$ cat config.mk
export PLATFORM = sky130hd
export DESIGN_NAME = centroid_divider
export DESIGN_NICKNAME = d
export VERILOG_FILES = /design/src/rtl/tracking_pkg.sv /design/src/rtl/restoring_div_step.sv /design/src/rtl/centroid_divider.sv
export SDC_FILE = /design/constraint.sdc
export NUM_CORES = 1
export LEC_CHECK = 0
export CORE_UTILIZATION = 40
export CTS_BUF_LIST = sky130_fd_sc_hd__clkbuf_2
export CTS_CLUSTER_DIAMETER = 150
export CTS_CLUSTER_SIZE = 12
export DETAILED_ROUTE_END_ITERATION = 16
export SKIP_LAST_GASP = 1
export SYNTH_ARGS = -nofsm -noshare
export SYNTH_HDL_FRONTEND = slang
export SYNTH_SLANG_ARGS = --single-unit
export TNS_END_PERCENT = 30
$ cat constraint.sdc
create_clock -name clk -period 11.5 [get_ports clk]
set_input_delay 2.3 -clock clk [delete_from_list [all_inputs] [get_ports clk]]
set_output_delay 2.3 -clock clk [all_outputs]
set_load 0.005 [all_outputs]
$ cat src/rtl/tracking_pkg.sv
// Shared tracking-pipeline constants and types.
// Holds frame geometry, centroid widths and the divider state enum.
package tracking_pkg;

  localparam int SUM_W   = 28;
  localparam int CNT_W   = 19;
  localparam int POS_W   = 10;
  localparam int FRAME_W = 640;
  localparam int FRAME_H = 480;

  typedef enum logic [1:0] {
    IDLE,
    CHECK,
    DIVIDE,
    FINISH
  } cd_state_e;

endpackage

$ cat src/rtl/restoring_div_step.sv
// One bit-serial restoring divider lane (dividend, remainder, quotient).
// Ports: clk, reset, load, step, dividend, divisor -> q_next (post-step quotient).
module restoring_div_step
  import tracking_pkg::*;
#(
  parameter int SW = SUM_W,
  parameter int CW = CNT_W
) (
  input  logic          clk,
  input  logic          reset,
  input  logic          load,
  input  logic          step,
  input  logic [SW-1:0] dividend,
  input  logic [CW-1:0] divisor,
  output logic [SW-1:0] q_next
);

  logic [SW-1:0] d_r;
  logic [CW:0]   rem_r;
  logic [SW-2:0] q_r;
  logic [CW+1:0] rem_sh;
  logic [CW+1:0] div_x;
  logic          qb;

  always_comb begin
    rem_sh = {rem_r, d_r[SW-1]};
    div_x  = {2'b00, divisor};
    qb     = (rem_sh >= div_x);
    q_next = {q_r, qb};
  end

  always_ff @(posedge clk or posedge reset) begin
    if (reset) begin
      d_r   <= '0;
      rem_r <= '0;
      q_r   <= '0;
    end else if (load) begin
      d_r   <= dividend;
      rem_r <= '0;
      q_r   <= '0;
    end else if (step) begin
      d_r   <= {d_r[SW-2:0], 1'b0};
      rem_r <= (CW+1)'(qb ? rem_sh - div_x : rem_sh);
      q_r   <= q_next[SW-2:0];
    end
  end

endmodule

$ cat src/rtl/centroid_divider.sv
// Frame centroid: floor(x_sum/count), floor(y_sum/count), saturated to POS_W.
// Ports: start/x_sum/y_sum/count in; busy, done, x_pos, y_pos, no_target out.
module centroid_divider
  import tracking_pkg::*;
#(
  parameter int SUM_W = tracking_pkg::SUM_W,
  parameter int CNT_W = tracking_pkg::CNT_W,
  parameter int POS_W = tracking_pkg::POS_W
) (
  input  logic             clk,
  input  logic             reset,
  input  logic             start,
  input  logic [SUM_W-1:0] x_sum,
  input  logic [SUM_W-1:0] y_sum,
  input  logic [CNT_W-1:0] count,
  output logic             busy,
  output logic             done,
  output logic [POS_W-1:0] x_pos,
  output logic [POS_W-1:0] y_pos,
  output logic             no_target
);

  localparam int IW = $clog2(SUM_W);

  cd_state_e state, state_nx;

  logic [SUM_W-1:0] xs_r;
  logic [SUM_W-1:0] ys_r;
  logic [CNT_W-1:0] cnt_r;
  logic [IW-1:0]    iter;
  logic [SUM_W-1:0] xq;
  logic [SUM_W-1:0] yq;
  logic             empty;
  logic             load;
  logic             step;
  logic             last;

  function automatic logic [POS_W-1:0] sat(
    input logic [SUM_W-1:0] q
  );
    return (|q[SUM_W-1:POS_W]) ? '1 : q[POS_W-1:0];
  endfunction

  assign empty = (cnt_r == '0);
  assign load  = (state == CHECK) && !empty;
  assign step  = (state == DIVIDE);
  assign last  = step && (iter == '0);
  assign busy  = (state != IDLE);
  assign done  = (state == FINISH);

  always_ff @(posedge clk or posedge reset) begin
    if (reset) state <= IDLE;
    else       state <= state_nx;
  end

  always_comb begin
    state_nx = state;
    unique case (state)
      IDLE:    if (start) state_nx = CHECK;
      CHECK:   state_nx = empty ? FINISH : DIVIDE;
      DIVIDE:  if (iter == '0) state_nx = FINISH;
      FINISH:  state_nx = IDLE;
      default: state_nx = IDLE;
    endcase
  end

  always_ff @(posedge clk or posedge reset) begin
    if (reset) begin
      xs_r      <= '0;
      ys_r      <= '0;
      cnt_r     <= '0;
      iter      <= '0;
      x_pos     <= '0;
      y_pos     <= '0;
      no_target <= 1'b0;
    end else begin
      if (state == IDLE && start) begin
        xs_r  <= x_sum;
        ys_r  <= y_sum;
        cnt_r <= count;
      end
      if (state == CHECK) begin
        iter <= IW'(SUM_W - 1);
        if (empty) no_target <= 1'b1;
      end
      if (step) iter <= iter - 1'b1;
      // q_next already holds the final bit on the last step edge
      if (last) begin
        x_pos     <= sat(xq);
        y_pos     <= sat(yq);
        no_target <= 1'b0;
      end
    end
  end

  restoring_div_step #(.SW(SUM_W), .CW(CNT_W)) u_x (
    .clk      (clk),
    .reset    (reset),
    .load     (load),
    .step     (step),
    .dividend (xs_r),
    .divisor  (cnt_r),
    .q_next   (xq)
  );

  restoring_div_step #(.SW(SUM_W), .CW(CNT_W)) u_y (
    .clk      (clk),
    .reset    (reset),
    .load     (load),
    .step     (step),
    .dividend (ys_r),
    .divisor  (cnt_r),
    .q_next   (yq)
  );

endmodule
==> metrics.txt <==
outcome=completed; number of nets produced by synthesis=1,321; Internal=approximately 2.1 mW; Cells after Synth=1,196; count of nets after finishing=approximately 1.4k; total count of hold-check failures in the final report=0; final setup TNS=0 ps; unrepaired setup endpoints after global routing=no; cell family with the largest share of critical-path delay=buffers and inverters; starting density of the core=41.1%; maximum number of pins on one net before global-route repair=around 130; relative contribution of sequential cells to total power=36.9%; Reg area=6330 um2; overall overflow remaining after global route=0; capturing element type of the critical path=primary output; final weighted congestion in routability-driven placement=approximately 0.84; clock tree root buffer cell=sky130_fd_sc_hd__clkbuf_2; # DRC=0; end point of the most critical hold path=u_x.d_r[26]; number of cells on the worst hold path=2; wire length of the first global-routing pass=45,200 um; register-to-register path setup slack=7990 ps; Rel. slew slack=29.1%; number of placement rows=64; worst hold path class=flop to flop; final setup violating endpoints=0; wire per inst=16.0 um; switching portion of total power=43.1%; launching point of the worst reg2reg path=cnt_r[1]; mean number of vias per cell=~5.4; area of the die=approximately 33,000 um2; count of port buffers added during placement=100; number of enable flip-flop cells after synthesis=0; kind of critical path=flop to primary output; area added between synthesis and finish=11.4%; Inserted Clock Buffers=25; time the worst path needs with I/O delays and setup=about 4500 ps; destination of the worst register-to-register timing path=u_y.rem_r[1]; Core Region=31,000 um2; clock edge transition at the registers on the reported setup and hold paths=210 ps; clk sink count=253; number of top-level pins=a little over 100; Worst Path Max Fanout=4; average instance area after synthesis=10.7 um2; Most Frequent Cell on Critical Path=sky130_fd_sc_hd__inv_1; commonest cells after routing, fill and taps aside=sky130_fd_sc_hd__dfrtp_1 (253), sky130_fd_sc_hd__mux2i_1 (118), sky130_fd_sc_hd__o21ai_0 (106), sky130_fd_sc_hd__clkdlybuf4s50_1 (100), sky130_fd_sc_hd__nand2_1 (97); worst path buffer plus inverter count=3; final critical-path setup slack=6950 ps; number of cells on the critical path=4; critical path's slowest cell=sky130_fd_sc_hd__clkdlybuf4s50_1; critical path startpoint category=flop; count of hold buffers inserted by post-cts repair=0; cells traversed along the worst timing path=inv_1, ha_1, inv_1, clkdlybuf4s50_1; die extent in x=180 um; Filler cells=2,965; sw power=1.62 mW; prevailing post-synth register cell=sky130_fd_sc_hd__dfrtp_1; leakage power figure=~6.2 nW; drt first-iter violations=409; number of post-CTS setup repair buffers=0; flip-flop and latch count after synthesis=between 200 and 300; proportion of power drawn by the clock network=9.1%; vias in the first global route=8,984; DIE HEIGHT=roughly 180 um; highest attainable clock frequency=between 0.2 and 0.25 GHz; total standard cell area after synthesis=12,700 um2; portion of total power attributed to combinational logic=54.1%; clock skew after layout=83.1 ps; worst setup timing slack at the placement stage=6280 ps; buffer depth of the longest clock path=3; wire length after detailed routing=between 20,000 and 30,000 um; count of yosys warnings during synthesis=0; CTS H-Tree Depth=1; most common cell after layout, fill and taps aside=sky130_fd_sc_hd__dfrtp_1; Power per Cell Area=264 nW/um2; multi-input logic area=6030 um2; final count of pins violating max slew=0; number of max-capacitance violations reported=0; startpoint of the tightest hold check path=xs_r[26]; number of nets with antenna violations after routing=0; GRT Total Usage=16.6%; fin crit share=just under 40%; vias=slightly below 9k; number of antenna violations at the first check in global routing=1; Worst path max stage delay=500 ps; fraction of synthesis flops using an asynchronous set or reset pin=100%; number of different library cells in the post-synthesis netlist=slightly below 70; Worst VDD drop=0.000138 V; Detail Placement HPWL=17,800 um; data arrival time of the critical path=2250 ps; R2R cell count=9; Least-Margin Pin Slew=1060 ps; fraction of the yosys area taken by sequential cells=about half; Layout Utilization=45.8%; Gates resized, CTS repair=0; share of cells above drive strength 1=between 10% and 20%; length of the first detailed-routing pass in iterations=5; clk_lat worst skew=840 ps; CTS tree=built; required time at the endpoint of the critical path=9200 ps
==> logic make-up (layout without fill, tap and decap cells) <==
| kind of cell | after synthesis | after routing | synth area share [%] |
|---|---|---|---|
| AO/OA/AOI/OAI | 275 | 275 | 13.6 |
| XOR/XNOR | 24 | 24 | 1.65 |
| adder cells (fa/ha/maj) | 47 | 47 | 4.73 |
| buffers and inverters | 100 | 169 | 3.19 |
| flip-flops | 253 | 253 | 49.7 |
| multiplexers | 195 | 195 | 16.1 |
| other | 0 | 2 | 0 |
| AND/OR/NAND/NOR | 302 | 302 | 11.1 |
==> flip-flops by register name (all words and copies together) (netlist names) <==
signal     flops
cnt_r         19
u_x.rem_r     20
u_y.d_r       28
u_x.q_r       27
iter           5
no_target      1
y_pos         10
u_y.q_r       27
x_pos         10
xs_r          28
state          2
ys_r          28
u_x.d_r       28
u_y.rem_r     20
==> synthesized netlist by cell type (4+ instances only) <==
cell                       count  share of area (%)
sky130_fd_sc_hd__dfrtp_1     253                 50
sky130_fd_sc_hd__mux2i_1     118                9.3
sky130_fd_sc_hd__o21ai_0     106                4.2
sky130_fd_sc_hd__nand2_1      98                2.9
sky130_fd_sc_hd__nor2_1       92                2.7
sky130_fd_sc_hd__mux2_2       77                6.8
sky130_fd_sc_hd__a21oi_1      60                2.4
sky130_fd_sc_hd__clkbuf_1     51                1.5
sky130_fd_sc_hd__ha_1         45                4.4
sky130_fd_sc_hd__inv_1        33               0.97
sky130_fd_sc_hd__nand3_1      20               0.79
sky130_fd_sc_hd__o22a_1       20                1.4
sky130_fd_sc_hd__nand4_1      18               0.88
sky130_fd_sc_hd__xnor2_1      14               0.96
sky130_fd_sc_hd__a31oi_1      13               0.64
sky130_fd_sc_hd__nor4_1       13               0.64
sky130_fd_sc_hd__nor3_1       11               0.43
sky130_fd_sc_hd__o21a_1       11               0.65
sky130_fd_sc_hd__a21o_1       10               0.59
sky130_fd_sc_hd__xor2_1       10               0.69
sky130_fd_sc_hd__a211oi_1      9               0.53
sky130_fd_sc_hd__and3_1        9               0.44
sky130_fd_sc_hd__o211ai_1      9               0.53
sky130_fd_sc_hd__or3_1         9               0.44
sky130_fd_sc_hd__nand2b_1      8               0.39
sky130_fd_sc_hd__o21ai_1       7               0.27
sky130_fd_sc_hd__buf_2         6               0.24
sky130_fd_sc_hd__nor2b_1       6               0.29
sky130_fd_sc_hd__a211o_1       4               0.27
sky130_fd_sc_hd__buf_1         4               0.12
==> power groups by stage <==
stage / registers, mW / clock network (mW) / logic, mW
detailed placement: 1.41 / 0 / 2.03
floorplan: 1.34 / 0 / 1.67
global route: 1.43 / 0.395 / 2.28
global placement: 1.40 / 0 / 2.01
CTS: 1.39 / 0.365 / 2.04
finish: 1.38 / 0.341 / 2.03
==> tightest hold or removal path: cells and delay by family (launching register included) <==
kind / cells / cell delay [ps]
flip-flops: 1 / 390
AND/OR/NAND/NOR: 1 / 50
AO/OA/AOI/OAI: 1 / 60
==> metal layers <==
layer  routed length (um)  vias up  global-route usage (%)  part of all wire (%)
met5                    0        -                       0                     0
met4                  471        0                    4.14                   1.8
met3                 1020       34                    2.22                   3.8
li1                     -     4412                       -                     -
met1                12900     4339                    23.3                    49
met2                12100      150                    27.0                    46
==> final cells by class <==
class / count / area share [%]
Clock buffer: 26 / 0.917
Tap cell: 396 / 3.49
Clock inverter: 2 / 0.106
Multi-Input combinational cell: 843 / 42.5
Antenna cell: 2 / 0.0353
Inverter: 34 / 0.952
Sequential cell: 253 / 44.6
Timing Repair Buffer: 107 / 7.42
==> worst max-delay path by stage <==
stage	startpoint	end	slack, ps
2_1_floorplan	reset	cnt_r[0]	2240
3_3_place_gp	reset	y_pos[7]	6300
3_5_place_dp	reset	y_pos[9]	6280
4_1_cts	state[1]	busy	6830
5_1_grt	state[1]	busy	6750
6_report	state[1]	busy	6950
==> stage by stage <==
step | cells | hold slack [ps] | power, mW | instance area (um2)
2_1_floorplan | 1196 | 433 | 3.01 | 12700
3_3_place_gp | 1633 | 446 | 3.41 | 14000
3_5_place_dp | 1633 | 462 | 3.44 | 14000
4_1_cts | 1661 | 473 | 3.79 | 14200
5_1_grt | 1662 | 511 | 4.10 | 14200
6_report | 1663 | 492 | 3.75 | 14200
(Power assumes the default switching activity.)
